File: src/rtl/sne_spike_event_tx.sv
// Spike-to-address-event transmitter: tags spikes with {time, id}, appends a step marker, buffers in a FIFO.
// Optional drop counter enabled by defining SNE_SPIKE_TX_DROP_CNT_EN; otherwise drop_cnt_o is tied to 0.
module sne_spike_event_tx #(
    parameter int NID_WIDTH  = 16,
    parameter int TIME_WIDTH = 8,
    parameter int FIFO_DEPTH = 8,
    parameter int CNT_WIDTH  = 16
) (
    input  logic                                 clk_i,
    input  logic                                 rst_ni,
    input  logic                                 clr_i,
    input  logic                                 spike_valid_i,
    output logic                                 spike_ready_o,
    input  logic [NID_WIDTH-1:0]                 neuron_id_i,
    input  logic [TIME_WIDTH-1:0]                time_i,
    input  logic                                 step_done_i,
    output logic                                 evt_valid_o,
    input  logic                                 evt_ready_i,
    output logic [NID_WIDTH+TIME_WIDTH:0]        evt_data_o,
    output logic [$clog2(FIFO_DEPTH):0]          fifo_level_o,
    output logic [CNT_WIDTH-1:0]                 drop_cnt_o
);
    localparam int AW = $clog2(FIFO_DEPTH);
    localparam int DW = 1 + TIME_WIDTH + NID_WIDTH;
    localparam logic [AW:0] PTR_ONE = 1;

    logic [DW-1:0]         r_mem [FIFO_DEPTH];
    logic [AW:0]           r_wr_ptr;
    logic [AW:0]           r_rd_ptr;
    logic                  r_marker_pending;
    logic [TIME_WIDTH-1:0] r_marker_time;

    logic          w_full;
    logic          w_empty;
    logic          w_pop;
    logic          w_spk_wr;
    logic          w_mark_wr;
    logic          w_push;
    logic [DW-1:0] w_wdata;

    assign w_empty   = (r_wr_ptr == r_rd_ptr);
    assign w_full    = (r_wr_ptr[AW] != r_rd_ptr[AW]) && (r_wr_ptr[AW-1:0] == r_rd_ptr[AW-1:0]);
    assign w_pop     = !w_empty && evt_ready_i;
    // A pending marker blocks spikes, so the two write sources never collide.
    assign w_mark_wr = r_marker_pending && !w_full;
    assign w_spk_wr  = spike_valid_i && spike_ready_o;
    assign w_push    = w_mark_wr || w_spk_wr;
    assign w_wdata   = w_mark_wr ? {1'b1, r_marker_time, {NID_WIDTH{1'b0}}}
                                 : {1'b0, time_i, neuron_id_i};

    assign spike_ready_o = !w_full && !r_marker_pending;
    assign evt_valid_o   = !w_empty;
    assign evt_data_o    = w_empty ? '0 : r_mem[r_rd_ptr[AW-1:0]];
    assign fifo_level_o  = r_wr_ptr - r_rd_ptr;

    always_ff @(posedge clk_i) begin
        if (w_push && !clr_i) begin
            r_mem[r_wr_ptr[AW-1:0]] <= w_wdata;
        end
    end

    always_ff @(posedge clk_i or negedge rst_ni) begin
        if (!rst_ni) begin
            r_wr_ptr         <= '0;
            r_rd_ptr         <= '0;
            r_marker_pending <= 1'b0;
            r_marker_time    <= '0;
        end else if (clr_i) begin
            r_wr_ptr         <= '0;
            r_rd_ptr         <= '0;
            r_marker_pending <= 1'b0;
            r_marker_time    <= '0;
        end else begin
            if (w_push) begin
                r_wr_ptr <= r_wr_ptr + PTR_ONE;
            end
            if (w_pop) begin
                r_rd_ptr <= r_rd_ptr + PTR_ONE;
            end
            // A second step_done while a marker is still queued is dropped; the first time stamp wins.
            if (r_marker_pending) begin
                if (w_mark_wr) begin
                    r_marker_pending <= 1'b0;
                end
            end else if (step_done_i) begin
                r_marker_pending <= 1'b1;
                r_marker_time    <= time_i;
            end
        end
    end

`ifdef SNE_SPIKE_TX_DROP_CNT_EN
    localparam logic [CNT_WIDTH-1:0] CNT_ONE = 1;
    logic                 w_drop;
    logic [CNT_WIDTH-1:0] r_drop_cnt;

    assign w_drop = spike_valid_i && !spike_ready_o;

    always_ff @(posedge clk_i or negedge rst_ni) begin
        if (!rst_ni) begin
            r_drop_cnt <= '0;
        end else if (clr_i) begin
            r_drop_cnt <= '0;
        end else if (w_drop && (r_drop_cnt != '1)) begin
            r_drop_cnt <= r_drop_cnt + CNT_ONE;
        end
    end

    assign drop_cnt_o = r_drop_cnt;
`else
    assign drop_cnt_o = '0;
`endif

endmodule

File: config.mk
export PLATFORM = sky130hd
export DESIGN_NAME = sne_spike_event_tx
export DESIGN_NICKNAME = d
export VERILOG_FILES = /design/src/rtl/sne_spike_event_tx.sv
export SDC_FILE = /design/constraint.sdc
export NUM_CORES = 1
export LEC_CHECK = 0
export ABC_AREA = 1
export BUFFER_PORTS_ARGS = -buffer_cell sky130_fd_sc_hd__buf_2
export CAP_MARGIN = 20
export CORE_ASPECT_RATIO = 1.4
export CORE_MARGIN = 2
export CORE_UTILIZATION = 38
export DETAILED_ROUTE_END_ITERATION = 8
export MAX_ROUTING_LAYER = met4
export PLACE_DENSITY = 0.6
export SYNTH_ARGS = -nofsm -noshare
export SYNTH_HDL_FRONTEND = slang
export SYNTH_SLANG_ARGS = --single-unit
export TNS_END_PERCENT = 50
File: constraint.sdc
create_clock -name clk_i -period 8.9 [get_ports clk_i]
set_clock_uncertainty 0.05 [all_clocks]
set_input_delay 1.335 -clock clk_i [delete_from_list [all_inputs] [get_ports clk_i]]
set_output_delay 1.335 -clock clk_i [all_outputs]
set_load 0.03 [all_outputs]
; Yosys cells after proc, flatten, opt, wreduce, memory -nomap -nowiden
; Memory sizes are Yosys's and may differ from the RTL's.
; Cells that the tools add are included.
[totals]
regBits = 17
ramBits = 200
in_bits = 30
wordCells = 42
memories = 1
[op_classes]
add_sub_neg = 3
n_eq_ne = 4
muxes = 15
n_reduce_logical = 15
[memory_table]
columns = memory, depth, word_bits, read_ports, rd_ports_with_merged_regs, write_ports, line
row1 = r_mem, 8, 25, 1, 0, 1, 27  ; logic [DW-1:0] r_mem [FIFO_DEPTH];
[op_table]
columns = cell, n
row1 = 25-bit two-way mux, 2
row2 = 8-bit two-way mux, 3
row3 = 4-bit two-way mux, 4
row4 = "4-bit by 1-bit adder with 4-bit output, second input constant", 2
row5 = 1-bit logical AND, 6
row6 = 1-bit two-way mux, 6
row7 = 2-bit nonzero test, 3
row8 = 4-bit equality test, 1
row9 = 1-bit zero test, 4
row10 = 4-bit subtractor, 1
row11 = 3-bit equality test, 1
row12 = "2-bit inequality test, second input constant", 1
row13 = 2-bit AND reduction, 1
row14 = 1-bit logical OR, 1
row15 = 1-bit inequality test, 1

; Depth between registers and ports, before layout
; Gate-level depths: netlist of run 1.
[depth]
depth_word = 9
depth_mapped = 12
depth_no_buf = 9

; Worst setup path before layout of run 1
; No wires, ideal clock.
[synth_timing]
path_type = flip-flop to output port
from = register r_rd_ptr[2]
to = output evt_data_o[15]
arrival_time_ns = 2.152
required_time_ns = 7.515
slack_ns = 5.363
path_stages_with_launch = 11
path_buffers = 3
path_cell_list = dfrtp_1 -> buf_2 -> buf_1 -> inv_1 -> ha_1 -> nand2_2 -> nor2_4 -> nand2_1 -> buf_2 -> nand2_1 -> nor2_1
[synth_via]
elab_chain_len = 2
[synth_rtl]
columns = item, line
row1 = "start, declared", 29  ; logic [AW:0] r_rd_ptr;
row2 = "start signal, assigned", 78  ; r_rd_ptr <= r_rd_ptr + PTR_ONE;
row3 = memory read 8 x 25 bit / 4-bit equality test (equally long branches), n/a
row4 = 25-bit two-way mux (*), 53  ; assign evt_data_o = w_empty ? '0 : r_mem[r_rd_ptr[AW-1:0]];
row5 = "end, declared", 19  ; output logic [NID_WIDTH+TIME_WIDTH:0] evt_data_o,
; Mark *: on every way between the ends. The rest lies on a longest branch, timed or not.

; Final worst setup path of run 1
[layout_timing]
from = register r_rd_ptr[2]
to = output evt_data_o[7]
; Same word-level chain as after synthesis.

==> summary.md, run 1 <==
| Metric | Value |
|---|---|
| Buffers on Ports | `60` |
| Worst reg2reg setup slack | `5.62 ns` |
| FP Rows | `71` |
| Final WS setup | `4.52 ns` |
| Syn Inst Count | `1077` |
| HP Class | `register to register` |
| I/O pins | `77` |
| Total GRT Usage | `16.2%` |
| Final Util | `42.6%` |
| Netlist Area Pre-Place | `10200 sq um` |
| MaxCap Viol Count | `0` |
| R2R Path End | `r_mem[2][11]` |
| # setup viols final | `0` |
| EDFF count, synth | `200` |
| Layout cells sized above 1 | `11.6%` |
| Hold endpoint | `r_marker_time[6]` |
| GRT overflow | `0` |
| Syn-to-layout area delta | `11.0%` |
| DR vias | `6815` |
| Initial Util | `38.3%` |
| Vias in the first global route | `6614` |
| Number of buffers created by CTS | `22` |
| Multi-input gate area | `2540 sq um` |
| R2r startpoint | `r_rd_ptr[2]` |
| Multiplexer share of the synthesized area | `0%` |
| Main combinational cell family by area after synthesis | `simple AND/OR/NAND/NOR gates` |
| NetSw | `883 uW` |
| Drt wl/cell | `15.0 um` |
| Worst Tran Pin Value | `0.894 ns` |
| Setup tns final | `0 ns` |
| Max incr delay on CP | `0.54 ns` |
| Seq pwr share | `43.6%` |
| CTS H-tree depth | `1` |
| Worst Hold Path Cells | `2` |
| Skew-Pair Late Insertion Delay | `0.50 ns` |
| Horiz. Die Dim | `143 um` |
| WP data required | `7.52 ns` |
| Final period utilization | `49.2%` |
| Synth Area in Simple Gates | `21.6%` |
| CP bufs+invs | `4` |
| Worst EP arrival | `2.99 ns` |
| Initial antenna violation count | `0` |
| Slowest-stage cell, CP | `buf_4` |
| Slew margin rel. | `40.4%` |
| DP Worst Slack | `4.99 ns` |
| Worst-path clk slew | `0.06 ns` |
| Die area | `28200 sq um` |
| Peak Freq | `228 MHz` |
| Vias per std cell | `4.66` |
| Setup CP Type | `register to output pin` |
| DR iter-0 viols | `436` |
| Leakage | `5.23 nW` |
| Largest cells by area after synthesis | `edfxtp_1 59%, nand2_1 11%, inv_1 8.5%` |
| Final wirelength | `21900 um` |
| Status | `finished clean` |
| Ys async rst share | `7.83%` |
| Critical Path Sink Type | `output pin` |
| Warnings, synthesis | `0` |
| Initial DRT Pass Iterations | `5` |
| Crit path cell chain | `buf_4 -> inv_1 -> ha_1 -> nand2_2 -> nor2_4 -> nand2_1 -> buf_4 -> nand2_1 -> nor2_1 -> buf_2` |
| Post-Synth Adder-Cell Area | `0.809%` |
| Crit Path Max Fanout | `55` |
| #FFs+latches synth | `217` |
| Critical path launch point type | `register` |
| First-pass GRT wire length | `34700 um` |
| Post-Synth XOR/XNOR Area | `0.343%` |
| Largest net degree at the start of global routing | `82` |
| Cell Int Power | `1.83 mW` |
| Core area | `26700 sq um` |
| Switch share | `32.6%` |
| CTS tree | `yes` |
| Synth top area share | `58.8%` |
| Maximum root-to-sink buffer count | `3` |
| Reg area | `6440 sq um` |
| Minimum clock period | `4.38 ns` |
| Synth area leader | `edfxtp_1` |
| Post-CTS Hold Fix Bufs | `0` |
| Delay-heaviest family, CP | `buffers and inverters` |
| Post-synthesis sequential area ratio | `63.0%` |
| Die Ht | `198 um` |
| RSZ-0062 raised after global routing | `no` |
| Hold_sp | `r_marker_time[6]` |
| DRC | `0` |
| Fin. max-slew vios | `0` |
| Setup Buffers After CTS | `0` |
| Syn_area_per_cell | `9.48 sq um` |
| Reg2Reg Depth | `9` |
| Post_cts resized | `0` |
| Crit path depth | `10` |
| Primary FF master, synth | `edfxtp_1` |
| Placer Congestion | `0.774` |
| Detailed placement HPWL | `11900 um` |
| ANT nets after route | `0` |
| Combinational power share | `24.4%` |
| Post-synthesis compound-gate area fraction | `1.36%` |
| Crit. Startpoint | `r_rd_ptr[2]` |
| # clock sinks | `217` |
| Ant. Diodes | `0` |
| Netlist cell types | `27` |
| Final #Nets | `1160` |
| Hold Fails Final Rpt | `0` |
| Peak supply drop | `0.163 mV` |
| Part of the power in the clock network | `31.9%` |
| CTS root buffer | `clkbuf_16` |
| PD cells | `239 nW/um^2` |
| Fill cells | `2556` |
## cell type report
| type | count | area share [%] |
|---|---|---|
| Clock buffer | 26 | 5.17 |
| Clock inverter | 10 | 0.618 |
| Inverter | 237 | 7.87 |
| Multi-Input combinational cell | 572 | 22.4 |
| Sequential cell | 217 | 56.8 |
| Tap cell | 328 | 3.62 |
| Timing Repair Buffer | 74 | 3.57 |
## registers in the layout, indices dropped and copies added, names as in the netlist
name,flops
r_marker_pending,1
r_marker_time,8
r_mem,200
r_rd_ptr,4
r_wr_ptr,4
## metal layers
metal  routed length [um]  track usage, %  vias up
met1                 9460            19.6     3227
met2                11200            28.8      145
li1                     -               -     3419
met3                  933            1.79       24
met4                  357            3.92        0
met5                    0               -        -
## cell usage after synthesis (6+ instances only)
library cell	instances
buf_2	23
buf_4	24
buf_6	8
clkbuf_1	6
dfrtp_1	17
edfxtp_1	200
inv_1	231
nand2_1	287
nand3_1	146
nand4_1	8
nor2_1	78
o21ai_0	10
o21ai_2	9
## layout by cell type, fill, tap and decap left out, drive strengths merged, types with 2 or more instances in the layout
cell and n:
nand2 291, inv 236, edfxtp 200, nand3 146, nor2 79, buf 74, clkbuf 26, o21ai 19
dfrtp 17, conb 16, clkinv 9, nand4 8, ha 5, xor2 3, a21oi 2
## tightest hold or removal path, delay by kind of cell (launching register included)
family                 cells  cell delay, ns
flip-flops                 1            0.32
AO/OA/AOI/OAI              1            0.14
buffers and inverters      1            0.05
## power groups by stage
stage                     logic (mW)  clock network (mW)  registers, mW
after floorplan                0.525                   0           1.19
after detailed placement       0.671                   0           1.20
final                          0.662               0.865           1.18
after CTS                      0.674               0.880           1.18
after global routing           0.738               0.914           1.19
after global placement         0.668                   0           1.20
## stage by stage
step	hold slack, ns	cell area [sq um]	power, mW	cells
final	0.496	11300	2.71	1464
after global routing	0.527	11300	2.84	1464
after CTS	0.503	11300	2.74	1464
after detailed placement	0.487	10700	1.88	1428
after global placement	0.482	10700	1.87	1428
after floorplan	0.466	10300	1.71	1092
## worst max path at each step
| stage | endpoint | slack [ns] |
|---|---|---|
| floorplan | evt_data_o[15] | 5.36 |
| global placement | evt_data_o[7] | 4.97 |
| detailed placement | evt_data_o[7] | 4.99 |
| CTS | evt_data_o[7] | 4.44 |
| global route | evt_data_o[7] | 4.28 |
| finish | evt_data_o[7] | 4.52 |
## cell families (layout without fill, tap and decap cells)
kind of cell | count (synthesis) | after routing
buf+inv | 303 | 347
flops | 217 | 217
fa+ha+maj | 6 | 6
simple gates | 525 | 525
other cells | 1 | 16
xor+xnor | 4 | 4
compound gates | 21 | 21
No activity file was read; power rests on OpenSTA's default activity.
==> run 2, diff against run 1 <==
Clock period 8.9 ns to 4.11 ns, I/O delays scaled along.
==> summary.md, run 2 (same netlist as run 1, synthesis figures left out) <==
| Metric | Value |
|---|---|
| MaxCap Viol Count | `0` |
| Post_cts resized | `0` |
| FP Rows | `71` |
| Setup tns final | `0 ns` |
| First-pass GRT wire length | `34900 um` |
| Worst-path clk slew | `0.06 ns` |
| Initial DRT Pass Iterations | `5` |
| Buffers on Ports | `60` |
| Final wirelength | `21700 um` |
| NetSw | `1.91 mW` |
| Part of the power in the clock network | `32.7%` |
| Slowest-stage cell, CP | `dfrtp_1` |
| Vias in the first global route | `6877` |
| CTS tree | `yes` |
| Critical Path Sink Type | `output pin` |
| RSZ-0062 raised after global routing | `no` |
| Slew margin rel. | `26.5%` |
| Final instance area | `11400 sq um` |
| Die Ht | `198 um` |
| Maximum root-to-sink buffer count | `3` |
| Status | `finished clean` |
| Dpl cell area | `10700 sq um` |
| CTS H-tree depth | `1` |
| Peak Freq | `301 MHz` |
| CP bufs+invs | `4` |
| DR vias | `6893` |
| Core area | `26700 sq um` |
| GRT overflow | `0` |
| Detailed placement HPWL | `11600 um` |
| HP Class | `input pin to async pin` |
| # setup viols final | `0` |
| Crit Path Max Fanout | `30` |
| Post-CTS Hold Fix Bufs | `0` |
| Largest net degree at the start of global routing | `101` |
| Worst EP arrival | `2.66 ns` |
| PD cells | `521 nW/um^2` |
| Initial antenna violation count | `0` |
| Cell Int Power | `4.03 mW` |
| Horiz. Die Dim | `143 um` |
| Initial Util | `38.3%` |
| Fin. max-slew vios | `0` |
| Minimum clock period | `3.32 ns` |
| Syn-to-layout area delta | `11.7%` |
| Max incr delay on CP | `0.48 ns` |
| I/O pins | `77` |
| Number of buffers created by CTS | `22` |
| Seq pwr share | `42.6%` |
| Max reg flops | `200` |
| CTS root buffer | `clkbuf_16` |
| Final period utilization | `80.9%` |
| DR iter-0 viols | `412` |
| Critical path launch point type | `register` |
| Setup CP Type | `register to output pin` |
| Drt wl/cell | `14.8 um` |
| Placer Congestion | `0.756` |
| Worst Tran Pin Value | `1.10 ns` |
| Crit path cell chain | `inv_1 -> ha_1 -> inv_1 -> nor2_4 -> nand2_1 -> buf_4 -> nand2_1 -> nor2_1 -> buf_2` |
| Switch share | `32.2%` |
| Total GRT Usage | `16.2%` |
| Leakage | `5.27 nW` |
| Delay-heaviest family, CP | `buffers and inverters` |
| Vias per std cell | `4.70` |
| # clock sinks | `217` |
| Skew-Pair Late Insertion Delay | `0.49 ns` |
| Setup Buffers After CTS | `0` |
| DRC | `0` |
| WP data required | `3.44 ns` |
| Peak supply drop | `0.397 mV` |
| Fill cells | `2558` |
| Combinational power share | `24.6%` |
| Ant. Diodes | `0` |
| Die area | `28200 sq um` |
| Final #Nets | `1162` |
| ANT nets after route | `0` |
| Most frequent cells in the layout | `287 x nand2_1, 231 x inv_1, 200 x edfxtp_1` |
| Hold Fails Final Rpt | `0` |
| Layout cells sized above 1 | `12.4%` |
| Commonest non-fill, non-tap cell in the layout | `nand2_1` |
run 2: changes by cell type in the layout (fill, tap and decap cells not counted), sizes merged:
cell / change
clkinvlp: +1
inv: +1
bufinv: +1
clkbuf: -2
buf: +2
run 2: layer usage:
layer  vias to the layer above  share of wire [%]  track usage [%]
met1                      3288                 43             19.5
met4                         0                1.8             4.36
met5                         -                  0                -
li1                       3430                  -                -
met2                       138                 51             28.8
met3                        37                3.6             1.86
run 2: area by class of cell:
class | instances | area [sq um] | area share, %
Clock buffer | 24 | 579 | 5.08
Sequential cell | 217 | 6440 | 56.4
Inverter | 237 | 892 | 7.82
Clock inverter | 13 | 121 | 1.06
Tap cell | 328 | 410 | 3.60
Timing Repair Buffer | 76 | 433 | 3.79
Multi-Input combinational cell | 572 | 2540 | 22.3
run 2: path summary, 6_finish.rpt:
kind	start	slack (ns)	cells past startpoint	endpoint
worst max-delay path	r_wr_ptr[0]	0.79	9	evt_data_o[21]
worst min register to register	r_marker_time[4]	0.50	2	r_marker_time[4]
min in group clk_i	time_i[3]	0.32	3	r_marker_time[3]
worst min-delay path	rst_ni	0.005	1	r_marker_time[3]
worst max register to register	r_wr_ptr[0]	1.63	8	r_mem[7][13]
max in group asynchronous	rst_ni	3.66	1	r_rd_ptr[0]
run 2: worst reg2reg max path: cells and delay by family, from the launching register on:
family                     cells  cell delay [ns]
buffers and inverters          3             0.70
DFF                            1             0.48
adders and majority gates      1             0.31
and+or+nand+nor                4             0.57
run 2: power groups by stage:
stage	Sequential (mW)	Clock (mW)	Combinational, mW
detailed placement	2.58	0	1.49
CTS	2.54	1.99	1.50
global placement	2.58	0	1.48
finish	2.54	1.95	1.46
global route	2.54	2.08	1.65
floorplan	2.57	0	1.14
run 2: stage by stage:
| step | worst slack (ns) | std cells | power [mW] | utilization (%) | hold WS [ns] |
|---|---|---|---|---|---|
| floorplan | 1.03 | 1092 | 3.71 | - | 0.271 |
| global placement | 1.32 | 1430 | 4.06 | 40.2 | 0.482 |
| detailed placement | 1.31 | 1430 | 4.07 | 40.2 | 0.489 |
| CTS | 0.770 | 1467 | 6.02 | 42.8 | 0.00381 |
| global route | 0.591 | 1467 | 6.26 | 42.8 | 0.0141 |
| finish | 0.786 | 1467 | 5.95 | 42.8 | 0.00453 |
==> run 3, diff against run 2 <==
Settings changed: PLACE_DENSITY 0.6 to 0.62.
Clock period 4.11 ns to 2.66 ns, I/O delays scaled along.
==> summary.md, run 3 (same netlist as run 1, synthesis figures left out) <==
| Metric | Value |
|---|---|
| Core area | `26700 sq um` |
| Placer Congestion | `0.777` |
| Status | `finished clean` |
| CTS root buffer | `clkbuf_16` |
| Commonest non-fill, non-tap cell in the layout | `nand2_1` |
| Multi-input gate area | `2570 sq um` |
| Peak supply drop | `0.450 mV` |
| Worst-path clk slew | `0.07 ns` |
| Crit. Startpoint | `r_rd_ptr[0]` |
| Worst EP arrival | `2.14 ns` |
| Minimum clock period | `2.59 ns` |
| DRC | `0` |
| Largest net degree at the start of global routing | `98` |
| Drt wl/cell | `15.5 um` |
| I/O pins | `77` |
| Hold Fails Final Rpt | `0` |
| # clock sinks | `217` |
| Setup tns final | `0 ns` |
| Final period utilization | `97.2%` |
| Initial DRT Pass Iterations | `5` |
| DP Worst Slack | `0.440 ns` |
| Buffers on Ports | `60` |
| Fill cells | `2490` |
| Final wirelength | `22900 um` |
| PD cells | `800 nW/um^2` |
| Layout cells sized above 1 | `13.2%` |
| Worst Hold Path Cells | `3` |
| CTS tree | `yes` |
| Most frequent cells in the layout | `285 x nand2_1, 230 x inv_1, 200 x edfxtp_1` |
| CTS H-tree depth | `1` |
| Slew margin rel. | `51.0%` |
| WP data required | `2.21 ns` |
| DR iter-0 viols | `531` |
| Total power | `9.37 mW` |
| Worst Tran Pin Value | `0.735 ns` |
| Final instance area | `11700 sq um` |
| Final WS setup | `0.0733 ns` |
| Initial Util | `38.3%` |
| Vias per std cell | `4.71` |
| Critical Path Sink Type | `output pin` |
| DR vias | `6945` |
| Reg2Reg Depth | `7` |
| MaxCap Viol Count | `0` |
| HP Class | `input pin to register` |
| Total GRT Usage | `16.7%` |
| Ant. Diodes | `0` |
| GRT overflow | `0` |
| Syn-to-layout area delta | `14.6%` |
| Number of buffers created by CTS | `20` |
| Skew-Pair Late Insertion Delay | `0.50 ns` |
| Die area | `28200 sq um` |
| Non-Filler Instances | `1476` |
| # setup viols final | `0` |
| RSZ-0062 raised after global routing | `yes` |
| Crit Path Max Fanout | `7` |
| Fin. max-slew vios | `0` |
| FP Rows | `71` |
| R2r startpoint | `r_rd_ptr[0]` |
| Hold_sp | `time_i[7]` |
| Reg area | `6440 sq um` |
| Horiz. Die Dim | `143 um` |
| Leakage | `5.36 nW` |
| Placed insts | `1434` |
| Detailed placement HPWL | `12000 um` |
| Max reg flops | `200` |
| Dpl cell area | `10900 sq um` |
| Critical path launch point type | `register` |
| Final #Nets | `1170` |
| Die Ht | `198 um` |
| Setup CP Type | `register to output pin` |
| Maximum root-to-sink buffer count | `3` |
| Vias in the first global route | `6771` |
| ANT nets after route | `0` |
| First-pass GRT wire length | `35300 um` |
| Initial antenna violation count | `0` |
| Peak Freq | `387 MHz` |
## run 3: critical path, cell delays in order, from the launching register on
cell and delay, ns:
dfrtp_4 0.50, ha_1 0.29, inv_2 0.08, nor2_4 0.05, nand2_4 0.14, clkbuf_16 0.20, nand2_1 0.06, nor2_1 0.10
buf_2 0.21
## run 3: per-stage QoR
stage | hold WS [ns] | util [%]
floorplan | 0.0534 | -
global placement | 0.308 | 40.8
detailed placement | 0.308 | 40.8
CTS | 0.0888 | 43.5
global route | 0.102 | 43.9
finish | 0.104 | 43.9
## run 3: path summary, 6_finish.rpt
path	end	slack, ns
max in group asynchronous	r_rd_ptr[0]	1.90
min	r_marker_time[7]	0.10
max reg2reg	r_mem[5][13]	0.55
min in group asynchronous	r_marker_time[7]	0.31
min reg2reg	r_marker_time[4]	0.50
max	evt_data_o[9]	0.07
## run 3: layout make-up
type                    count  area share [%]
flip-flops and latches    217            55.0
well taps                 328            3.51
multi-input cells         572            21.9
clock inverters            12           0.908
repair buffers             86            6.45
clock buffers              24            4.58
inverters                 237            7.62
## run 3: repair_timing
| item | in CTS | in global routing |
|---|---|---|
| setup buffers | 2 | 0 |
| hold buffers | 1 | 0 |
| pin swaps | 1 | 0 |
| gates resized for setup | 13 | 21 |
| endpoints found under the setup margin | 26 | 25 |
| cloned | 1 | 2 |
| hold endpoints to repair | 17 | 0 |
## run 3: power by group
part	switching [mW]	internal, mW	leakage (nW)
combinational	1.79	0.839	3.00
clock	1.20	1.63	0.323
sequential	0.0300	3.87	2.04
## run 3: routing by layer
| metal | up-vias | global-route usage (%) | part of all wire [%] |
|---|---|---|---|
| li1 | 3446 | - | - |
| met5 | - | - | 0 |
| met2 | 197 | 30.3 | 52 |
| met1 | 3263 | 19.4 | 42 |
| met3 | 39 | 1.77 | 4.8 |
| met4 | 0 | 5.13 | 2.1 |
